`src/rtl/discharge_pulse_scheduler_if.sv`:
```
// Command/config inputs, gap-detector flags and drive/status outputs of the EDM pulse scheduler.
interface discharge_pulse_scheduler_if;
    logic        start_cmd;
    logic        stop_cmd;
    logic        single_req;
    logic [15:0] ton_us;
    logic [15:0] toff_us;
    logic        is_breakdown;
    logic        is_short;
    logic        gap_on;
    logic        deion_on;
    logic        busy;
    logic [2:0]  state;
    logic [31:0] pulse_cnt;
    logic [15:0] open_cnt;
    logic [15:0] short_cnt;
    logic        single_done;

    modport master (
        output start_cmd, stop_cmd, single_req, ton_us, toff_us, is_breakdown, is_short,
        input  gap_on, deion_on, busy, state, pulse_cnt, open_cnt, short_cnt, single_done
    );

    modport slave (
        input  start_cmd, stop_cmd, single_req, ton_us, toff_us, is_breakdown, is_short,
        output gap_on, deion_on, busy, state, pulse_cnt, open_cnt, short_cnt, single_done
    );
endinterface

```
`src/rtl/discharge_pulse_scheduler.sv`:
```
// EDM discharge pulse sequencer: gap voltage, breakdown wait, Ton, dead time and Toff deionisation.
// Gate enables are registered from the next state so they drop together with the state change.
module discharge_pulse_scheduler #(
    parameter int CLK_FREQ_MHZ = 50,
    parameter int DEAD_TIME    = 10,
    parameter int MAX_WAIT_US  = 1000
) (
    input  logic                      clk_in,
    input  logic                      sys_rst,
    discharge_pulse_scheduler_if.slave bus
);

    typedef enum logic [2:0] {
        IDLE      = 3'd0,
        DEAD      = 3'd1,
        WAIT_BD   = 3'd2,
        DISCHARGE = 3'd3,
        DEION     = 3'd4
    } state_t;

    localparam int PW = (CLK_FREQ_MHZ > 1) ? $clog2(CLK_FREQ_MHZ) : 1;
    localparam int DW = (DEAD_TIME > 1) ? $clog2(DEAD_TIME) : 1;
    localparam logic [PW-1:0] PRESC_LAST = PW'(CLK_FREQ_MHZ - 1);
    localparam logic [DW-1:0] DEAD_LAST  = DW'(DEAD_TIME - 1);
    localparam logic [15:0]   WAIT_LAST  = 16'(MAX_WAIT_US - 1);

    state_t        state_q, state_d, target_q, target_d;
    logic [PW-1:0] presc_q;
    logic [15:0]   us_q;
    logic [DW-1:0] dead_q;
    logic [15:0]   ton_q, toff_q;
    logic          single_q, single_d, stop_q;
    logic [31:0]   pulse_q;
    logic [15:0]   open_q, short_q;
    logic          clear_cnt, inc_pulse, inc_open, inc_short, finish_single;
    logic          gap_d, deion_d, done_d, gap_q, deion_q, done_q;
    logic          tick, ton_done, toff_done, wait_done, dead_done, stop_pend, entering;

    // A duration of N us ends on the last prescaler cycle of the N-th microsecond.
    assign tick      = (presc_q == PRESC_LAST);
    assign ton_done  = tick && (us_q == ton_q - 16'd1);
    assign toff_done = tick && (us_q == toff_q - 16'd1);
    assign wait_done = tick && (us_q == WAIT_LAST);
    assign dead_done = (dead_q == DEAD_LAST);
    assign stop_pend = stop_q || bus.stop_cmd;
    assign entering  = (state_d != state_q);

    always_ff @(posedge clk_in or posedge sys_rst) begin
        if (sys_rst) begin
            state_q  <= IDLE;
            target_q <= IDLE;
            gap_q    <= 1'b0;
            deion_q  <= 1'b0;
            done_q   <= 1'b0;
        end else begin
            state_q  <= state_d;
            target_q <= target_d;
            gap_q    <= gap_d;
            deion_q  <= deion_d;
            done_q   <= done_d;
        end
    end

    always_comb begin
        state_d       = state_q;
        target_d      = target_q;
        single_d      = single_q;
        clear_cnt     = 1'b0;
        inc_pulse     = 1'b0;
        inc_open      = 1'b0;
        inc_short     = 1'b0;
        finish_single = 1'b0;
        case (state_q)
            IDLE: begin
                if (!bus.stop_cmd && bus.start_cmd) begin
                    clear_cnt = 1'b1;
                    single_d  = 1'b0;
                    state_d   = DEAD;
                    target_d  = WAIT_BD;
                end else if (!bus.stop_cmd && bus.single_req) begin
                    single_d = 1'b1;
                    state_d  = DEAD;
                    target_d = WAIT_BD;
                end
            end
            DEAD: begin
                if (dead_done) state_d = target_q;
            end
            // No discharge has happened yet, so a stop here skips deionisation.
            WAIT_BD: begin
                if (bus.is_short) begin
                    inc_short = 1'b1;
                    state_d   = DEAD;
                    target_d  = DEION;
                end else if (bus.is_breakdown) begin
                    state_d = DISCHARGE;
                end else if (wait_done) begin
                    inc_open = 1'b1;
                    state_d  = DEAD;
                    target_d = DEION;
                end else if (stop_pend) begin
                    state_d  = DEAD;
                    target_d = IDLE;
                end
            end
            DISCHARGE: begin
                if (ton_done) begin
                    inc_pulse = 1'b1;
                    state_d   = DEAD;
                    target_d  = DEION;
                end else if (bus.is_short) begin
                    inc_short = 1'b1;
                    state_d   = DEAD;
                    target_d  = DEION;
                end
            end
            DEION: begin
                if (toff_done) begin
                    if (stop_pend) begin
                        state_d = IDLE;
                    end else if (single_q) begin
                        state_d       = IDLE;
                        finish_single = 1'b1;
                    end else begin
                        state_d  = DEAD;
                        target_d = WAIT_BD;
                    end
                end
            end
            default: state_d = IDLE;
        endcase
    end

    always_comb begin
        gap_d   = (state_d == WAIT_BD) || (state_d == DISCHARGE);
        deion_d = (state_d == DEION);
        done_d  = finish_single;
    end

    always_ff @(posedge clk_in or posedge sys_rst) begin
        if (sys_rst) begin
            presc_q  <= '0;
            us_q     <= '0;
            dead_q   <= '0;
            ton_q    <= 16'd1;
            toff_q   <= 16'd1;
            single_q <= 1'b0;
            stop_q   <= 1'b0;
            pulse_q  <= '0;
            open_q   <= '0;
            short_q  <= '0;
        end else begin
            if (entering || state_q == IDLE) begin
                presc_q <= '0;
                us_q    <= '0;
                dead_q  <= '0;
            end else begin
                if (state_q == DEAD) dead_q <= dead_q + DW'(1);
                if (tick) begin
                    presc_q <= '0;
                    us_q    <= us_q + 16'd1;
                end else begin
                    presc_q <= presc_q + PW'(1);
                end
            end

            // Config is sampled once per pulse so mid-pulse edits only affect the next one.
            if (entering && state_d == WAIT_BD) begin
                ton_q  <= (bus.ton_us == 16'd0) ? 16'd1 : bus.ton_us;
                toff_q <= (bus.toff_us == 16'd0) ? 16'd1 : bus.toff_us;
            end

            single_q <= single_d;
            if (state_d == IDLE) stop_q <= 1'b0;
            else if (bus.stop_cmd && state_q != IDLE) stop_q <= 1'b1;

            if (clear_cnt) begin
                pulse_q <= '0;
                open_q  <= '0;
                short_q <= '0;
            end else begin
                if (inc_pulse) pulse_q <= pulse_q + 32'd1;
                if (inc_open)  open_q  <= open_q + 16'd1;
                if (inc_short) short_q <= short_q + 16'd1;
            end
        end
    end

    assign bus.gap_on      = gap_q;
    assign bus.deion_on    = deion_q;
    assign bus.single_done = done_q;
    assign bus.busy        = (state_q != IDLE);
    assign bus.state       = state_q;
    assign bus.pulse_cnt   = pulse_q;
    assign bus.open_cnt    = open_q;
    assign bus.short_cnt   = short_q;

endmodule

```
`src/flat_wrapper.sv`:
```
// flat-port wrapper written by rule: the top's interface ports become plain ports
module discharge_pulse_scheduler_flat 
#(
    parameter int CLK_FREQ_MHZ = 50,
    parameter int DEAD_TIME    = 10,
    parameter int MAX_WAIT_US  = 1000
)
  (clk_in, sys_rst, bus_start_cmd, bus_stop_cmd, bus_single_req, bus_ton_us, bus_toff_us, bus_is_breakdown, bus_is_short, bus_gap_on, bus_deion_on, bus_busy, bus_state, bus_pulse_cnt, bus_open_cnt, bus_short_cnt, bus_single_done);
  discharge_pulse_scheduler_if bus_i ();
  input  logic clk_in;
  input  logic sys_rst;
  input wire logic [$bits(bus_i.start_cmd)-1:0] bus_start_cmd;
  input wire logic [$bits(bus_i.stop_cmd)-1:0] bus_stop_cmd;
  input wire logic [$bits(bus_i.single_req)-1:0] bus_single_req;
  input wire logic [$bits(bus_i.ton_us)-1:0] bus_ton_us;
  input wire logic [$bits(bus_i.toff_us)-1:0] bus_toff_us;
  input wire logic [$bits(bus_i.is_breakdown)-1:0] bus_is_breakdown;
  input wire logic [$bits(bus_i.is_short)-1:0] bus_is_short;
  output wire logic [$bits(bus_i.gap_on)-1:0] bus_gap_on;
  output wire logic [$bits(bus_i.deion_on)-1:0] bus_deion_on;
  output wire logic [$bits(bus_i.busy)-1:0] bus_busy;
  output wire logic [$bits(bus_i.state)-1:0] bus_state;
  output wire logic [$bits(bus_i.pulse_cnt)-1:0] bus_pulse_cnt;
  output wire logic [$bits(bus_i.open_cnt)-1:0] bus_open_cnt;
  output wire logic [$bits(bus_i.short_cnt)-1:0] bus_short_cnt;
  output wire logic [$bits(bus_i.single_done)-1:0] bus_single_done;
  assign bus_i.start_cmd = bus_start_cmd;
  assign bus_i.stop_cmd = bus_stop_cmd;
  assign bus_i.single_req = bus_single_req;
  assign bus_i.ton_us = bus_ton_us;
  assign bus_i.toff_us = bus_toff_us;
  assign bus_i.is_breakdown = bus_is_breakdown;
  assign bus_i.is_short = bus_is_short;
  assign bus_gap_on = bus_i.gap_on;
  assign bus_deion_on = bus_i.deion_on;
  assign bus_busy = bus_i.busy;
  assign bus_state = bus_i.state;
  assign bus_pulse_cnt = bus_i.pulse_cnt;
  assign bus_open_cnt = bus_i.open_cnt;
  assign bus_short_cnt = bus_i.short_cnt;
  assign bus_single_done = bus_i.single_done;
  discharge_pulse_scheduler #(.CLK_FREQ_MHZ(CLK_FREQ_MHZ), .DEAD_TIME(DEAD_TIME), .MAX_WAIT_US(MAX_WAIT_US)) u_core (.clk_in(clk_in), .sys_rst(sys_rst), .bus(bus_i));
endmodule
```
`config.mk`:
```
export PLATFORM = sky130hd
export DESIGN_NAME = discharge_pulse_scheduler_flat
export DESIGN_NICKNAME = d
export VERILOG_FILES = /design/src/rtl/discharge_pulse_scheduler_if.sv /design/src/rtl/discharge_pulse_scheduler.sv /design/src/flat_wrapper.sv
export SDC_FILE = /design/constraint.sdc
export NUM_CORES = 1
export LEC_CHECK = 0
export BUFFER_PORTS_ARGS = -buffer_cell sky130_fd_sc_hd__buf_2
export CORE_ASPECT_RATIO = 1.5
export CORE_MARGIN = 2
export CORE_UTILIZATION = 60
export CTS_BUF_LIST = sky130_fd_sc_hd__clkbuf_2
export DETAILED_ROUTE_END_ITERATION = 6
export GPL_ROUTABILITY_DRIVEN = 0
export PLACE_DENSITY = 0.86
export SYNTH_ARGS = -nofsm -noshare
export SYNTH_HDL_FRONTEND = slang
export SYNTH_SLANG_ARGS = --single-unit
```
`constraint.sdc`:
```
create_clock -name clk_in -period 6.2 [get_ports clk_in]
set_clock_uncertainty 0.2 [all_clocks]
set_input_delay 0.93 -clock clk_in [delete_from_list [all_inputs] [get_ports clk_in]]
set_output_delay 0.93 -clock clk_in [all_outputs]
set_load 0.02 [all_outputs]
```
==> flow_summary_export.csv <==
group,metric,value,unit
yosys,synth.most_common_cell,"dfrtp_1",
yosys,ys_ff_latch,132,
cts,cts_root_buffer,"clkbuf_2",
route,drc,0,
die,rows,49,
finish,ff_latch_area,3310,um^2
sta,hold_viol_final,0,
cts,clockBufferDepth,2,
die,ioPinCount,110,
route,first_pass_iters,4,
die,core-area,12100,um^2
worst_setup_path,worst_ep_required_time,6.64,ns
worst_setup_path,cp_cell_sequence,"inv_1, ha_1, nor3b_1, and2_1, o211a_1, o32ai_1, nor4_4, nand4_1, or4_1, a21oi_1",
yosys,synth_cell_types,69,
sta,worst_pin_slew,1.00,ns
grt,grt_max_degree,70,
cts,post_cts_buffers,0,
route,ant_nets,0,
power,power_density,387,nW/um^2
yosys,netlist_instances,803,
die,die_w,95.1,um
cts,numCtsBuffers,17,
yosys,async_flop_share,1.00,
worst_setup_path,r2r_end,"u_core.bus.pulse_cnt[24]$_DFFE_PP0P_",
sta,relSlewSlack,0.332,
placement,place_hpwl,12100,um
sta,finalCritPeriodShare,0.663,
sta,rsz0062_at_grt,"false",
grt,grt_pass1_vias,6029,
cts,cts_htree_levels,4,
cts,clk_latency,0.70,ns
finish,fillers,969,
sta,clock.fmax,243,MHz
yosys,yosysSeqAreaShare,0.442,
placement,portBuffers,109,
cts,path_clk_slew,0.23,ns
worst_setup_path,cpMaxStageDelayCell,"nand4_1",
route,vias,6398,
die,die_area,13400,um^2
yosys,yosys-top-cells-area,"dfrtp_1, xor2_1, xnor2_1",
yosys,synth_edf_count,0,
yosys,synth_largest_area_cell,"dfrtp_1",
worst_setup_path,crit_fanout,23,
worst_setup_path,crit_arrival,4.55,ns
outcome,status,"completed",
route,routed_via_density,6.01,
yosys,ys.flop_type,"dfrtp_1",
worst_setup_path,cp-end-kind,"flip-flop",
grt,antenna_found_initial,2,
run,max-cap-violations,0,
grt,grt_pass1_wl,28300,um
grt,gr-total-overflow,0,
power,ir_worst_vdd,0.241,mV
worst_setup_path,worstReg2RegStart,"u_core.ton_q[1]$_DFFE_PP0P_",
sta,setup_viol,0,
sta,period_needed,4.11,ns
route,drt_iter0_drc,278,
finish,drive_above_1_share,0.209,
worst_setup_path,crit_family,"simple AND/OR/NAND/NOR gates",
yosys,synth_area_per_cell,9.31,um^2
die,die_h,141,um
die,initial_core_util,0.619,
finish,synthToLayoutAreaGrowth,11.9,%
worst_setup_path,start_kind,"flip-flop",
worst_hold_path,holdCritPathClass,"input pin to asynchronous set/reset pin",
grt,track_usage,0.264,
worst_setup_path,rr_worst_depth,10,
finish,nets,946,
worst_setup_path,path_buf_inv,1,
cts,cts-hold-fix-buffers,0,
yosys,ys_warn_count,0,
yosys,synth_common_cells,"dfrtp_1, nor2_1, nand2_1, a21oi_1, xor2_1",
yosys,synth_area,7470,um^2
route,wirelength,16900,um
worst_setup_path,max_stage_delay,0.74,ns
yosys,synth_nets,852,
worst_setup_path,rrSetupSlack,2.09,ns
worst_setup_path,path_class,"flip-flop to flip-flop",
finish,multi_input_area,3920,um^2
sta,tns,0,ns
power,p_leak,3.80,nW
sta,drv_slew,0,
cts,cts_resized,0,
cts,clock-sinks,132,
yosys,synth_top_area_share,0.435,
route,wire_per_inst,15.9,um
sta,holdWs,0.120,ns
cts,cts_tree,"done",
metal layers:
layer	wire, um	track usage	vias up
met5	7	0	-
met4	517	0.117	2
met3	886	0.0588	43
met2	8870	0.455	185
met1	6630	0.311	3094
li1	-	-	3074
worst max path at each step:
stage | start | end | depth (start not counted)
after floorplan | sys_rst | u_core.bus.deion_on$_DFF_PP0_ | 1
after global placement | u_core.ton_q[0]$_DFFE_PP1P_ | u_core.bus.pulse_cnt[24]$_DFFE_PP0P_ | 10
after detailed placement | u_core.ton_q[0]$_DFFE_PP1P_ | u_core.bus.pulse_cnt[24]$_DFFE_PP0P_ | 10
after CTS | u_core.ton_q[0]$_DFFE_PP1P_ | u_core.bus.pulse_cnt[24]$_DFFE_PP0P_ | 10
after global routing | u_core.ton_q[1]$_DFFE_PP0P_ | u_core.bus.pulse_cnt[24]$_DFFE_PP0P_ | 10
final | u_core.ton_q[1]$_DFFE_PP0P_ | u_core.bus.pulse_cnt[24]$_DFFE_PP0P_ | 10
through the flow:
| step | worst slack [ns] | cells | util | total power [mW] | cell area [um^2] |
|---|---|---|---|---|---|
| after global routing | 1.72 | 1064 | 0.692 | 3.47 | 8360 |
| after floorplan | 1.55 | 803 | - | 2.31 | 7470 |
| after detailed placement | 2.16 | 1031 | 0.670 | 2.67 | 8090 |
| after global placement | 2.29 | 1031 | 0.670 | 2.61 | 8090 |
| after CTS | 2.06 | 1063 | 0.692 | 3.24 | 8360 |
| final | 2.09 | 1064 | 0.692 | 3.23 | 8360 |
layout make-up:
type,instances,area share
Multi-Input combinational cell,606,0.469
Sequential cell,132,0.395
Timing Repair Buffer,112,0.0679
Tap cell,153,0.0229
Clock inverter,14,0.0212
Inverter,28,0.0129
Clock buffer,18,0.0108
Antenna cell,1,0.000299
cells in the final DEF (no fill, tap or decap), types with 6 or more instances in the layout:
cell type,count
dfrtp_1,130
xnor2_1,37
nand2_1,62
nor4_1,15
nand4_1,23
and3_1,16
inv_1,27
o31ai_1,8
buf_2,109
and2_1,10
nor2b_1,9
and4_1,6
xor2_1,42
a21oi_1,45
o21ai_0,36
or4_1,8
mux2_2,26
or3_1,26
mux2i_1,6
nand3_1,29
a31oi_1,12
ha_1,10
nor2_1,77
nor3_1,23
clkbuf_2,18
nand2b_1,6
worst reg2reg max path, stage by stage, from the launching register on:
cell     delay (ns)
dfrtp_1        0.46
inv_1          0.09
ha_1           0.19
nor3b_1        0.38
and2_1         0.24
o211a_1        0.15
o32ai_1        0.15
nor4_4         0.57
nand4_1        0.74
or4_1          0.73
a21oi_1        0.15
sequential cells by signal (all words and copies together) (netlist names):
| register | count |
|---|---|
| u_core.bus.pulse_cnt | 32 |
| u_core.bus.state | 3 |
| u_core.ton_q | 16 |
| u_core.single_q | 1 |
| u_core.presc_q | 6 |
| u_core.us_q | 16 |
| u_core.stop_q | 1 |
| u_core.target_q | 2 |
| u_core.bus.open_cnt | 16 |
| u_core.dead_q | 4 |
| u_core.bus.gap_on | 1 |
| u_core.bus.short_cnt | 16 |
| u_core.bus.deion_on | 1 |
| u_core.toff_q | 16 |
| u_core.bus.single_done | 1 |
cells by family (layout without fill, tap and decap cells):
logic type      count (synthesis)  in the layout  share of synthesized area
simple gates                  340            340                      0.246
compound gates                145            145                      0.122
flops                         132            132                      0.442
xor+xnor                       79             79                     0.0926
buf+inv                        65            172                     0.0335
mux                            32             32                     0.0472
fa+ha+maj                      10             10                     0.0167
other cells                     0              1                          0
power by group:
group          leakage, nW  switching (mW)  internal [mW]
sequential            1.71           0.364           1.13
combinational         1.93           0.660          0.501
clock                0.159           0.344          0.232
Note: power is estimated with default switching activity, not from simulation.
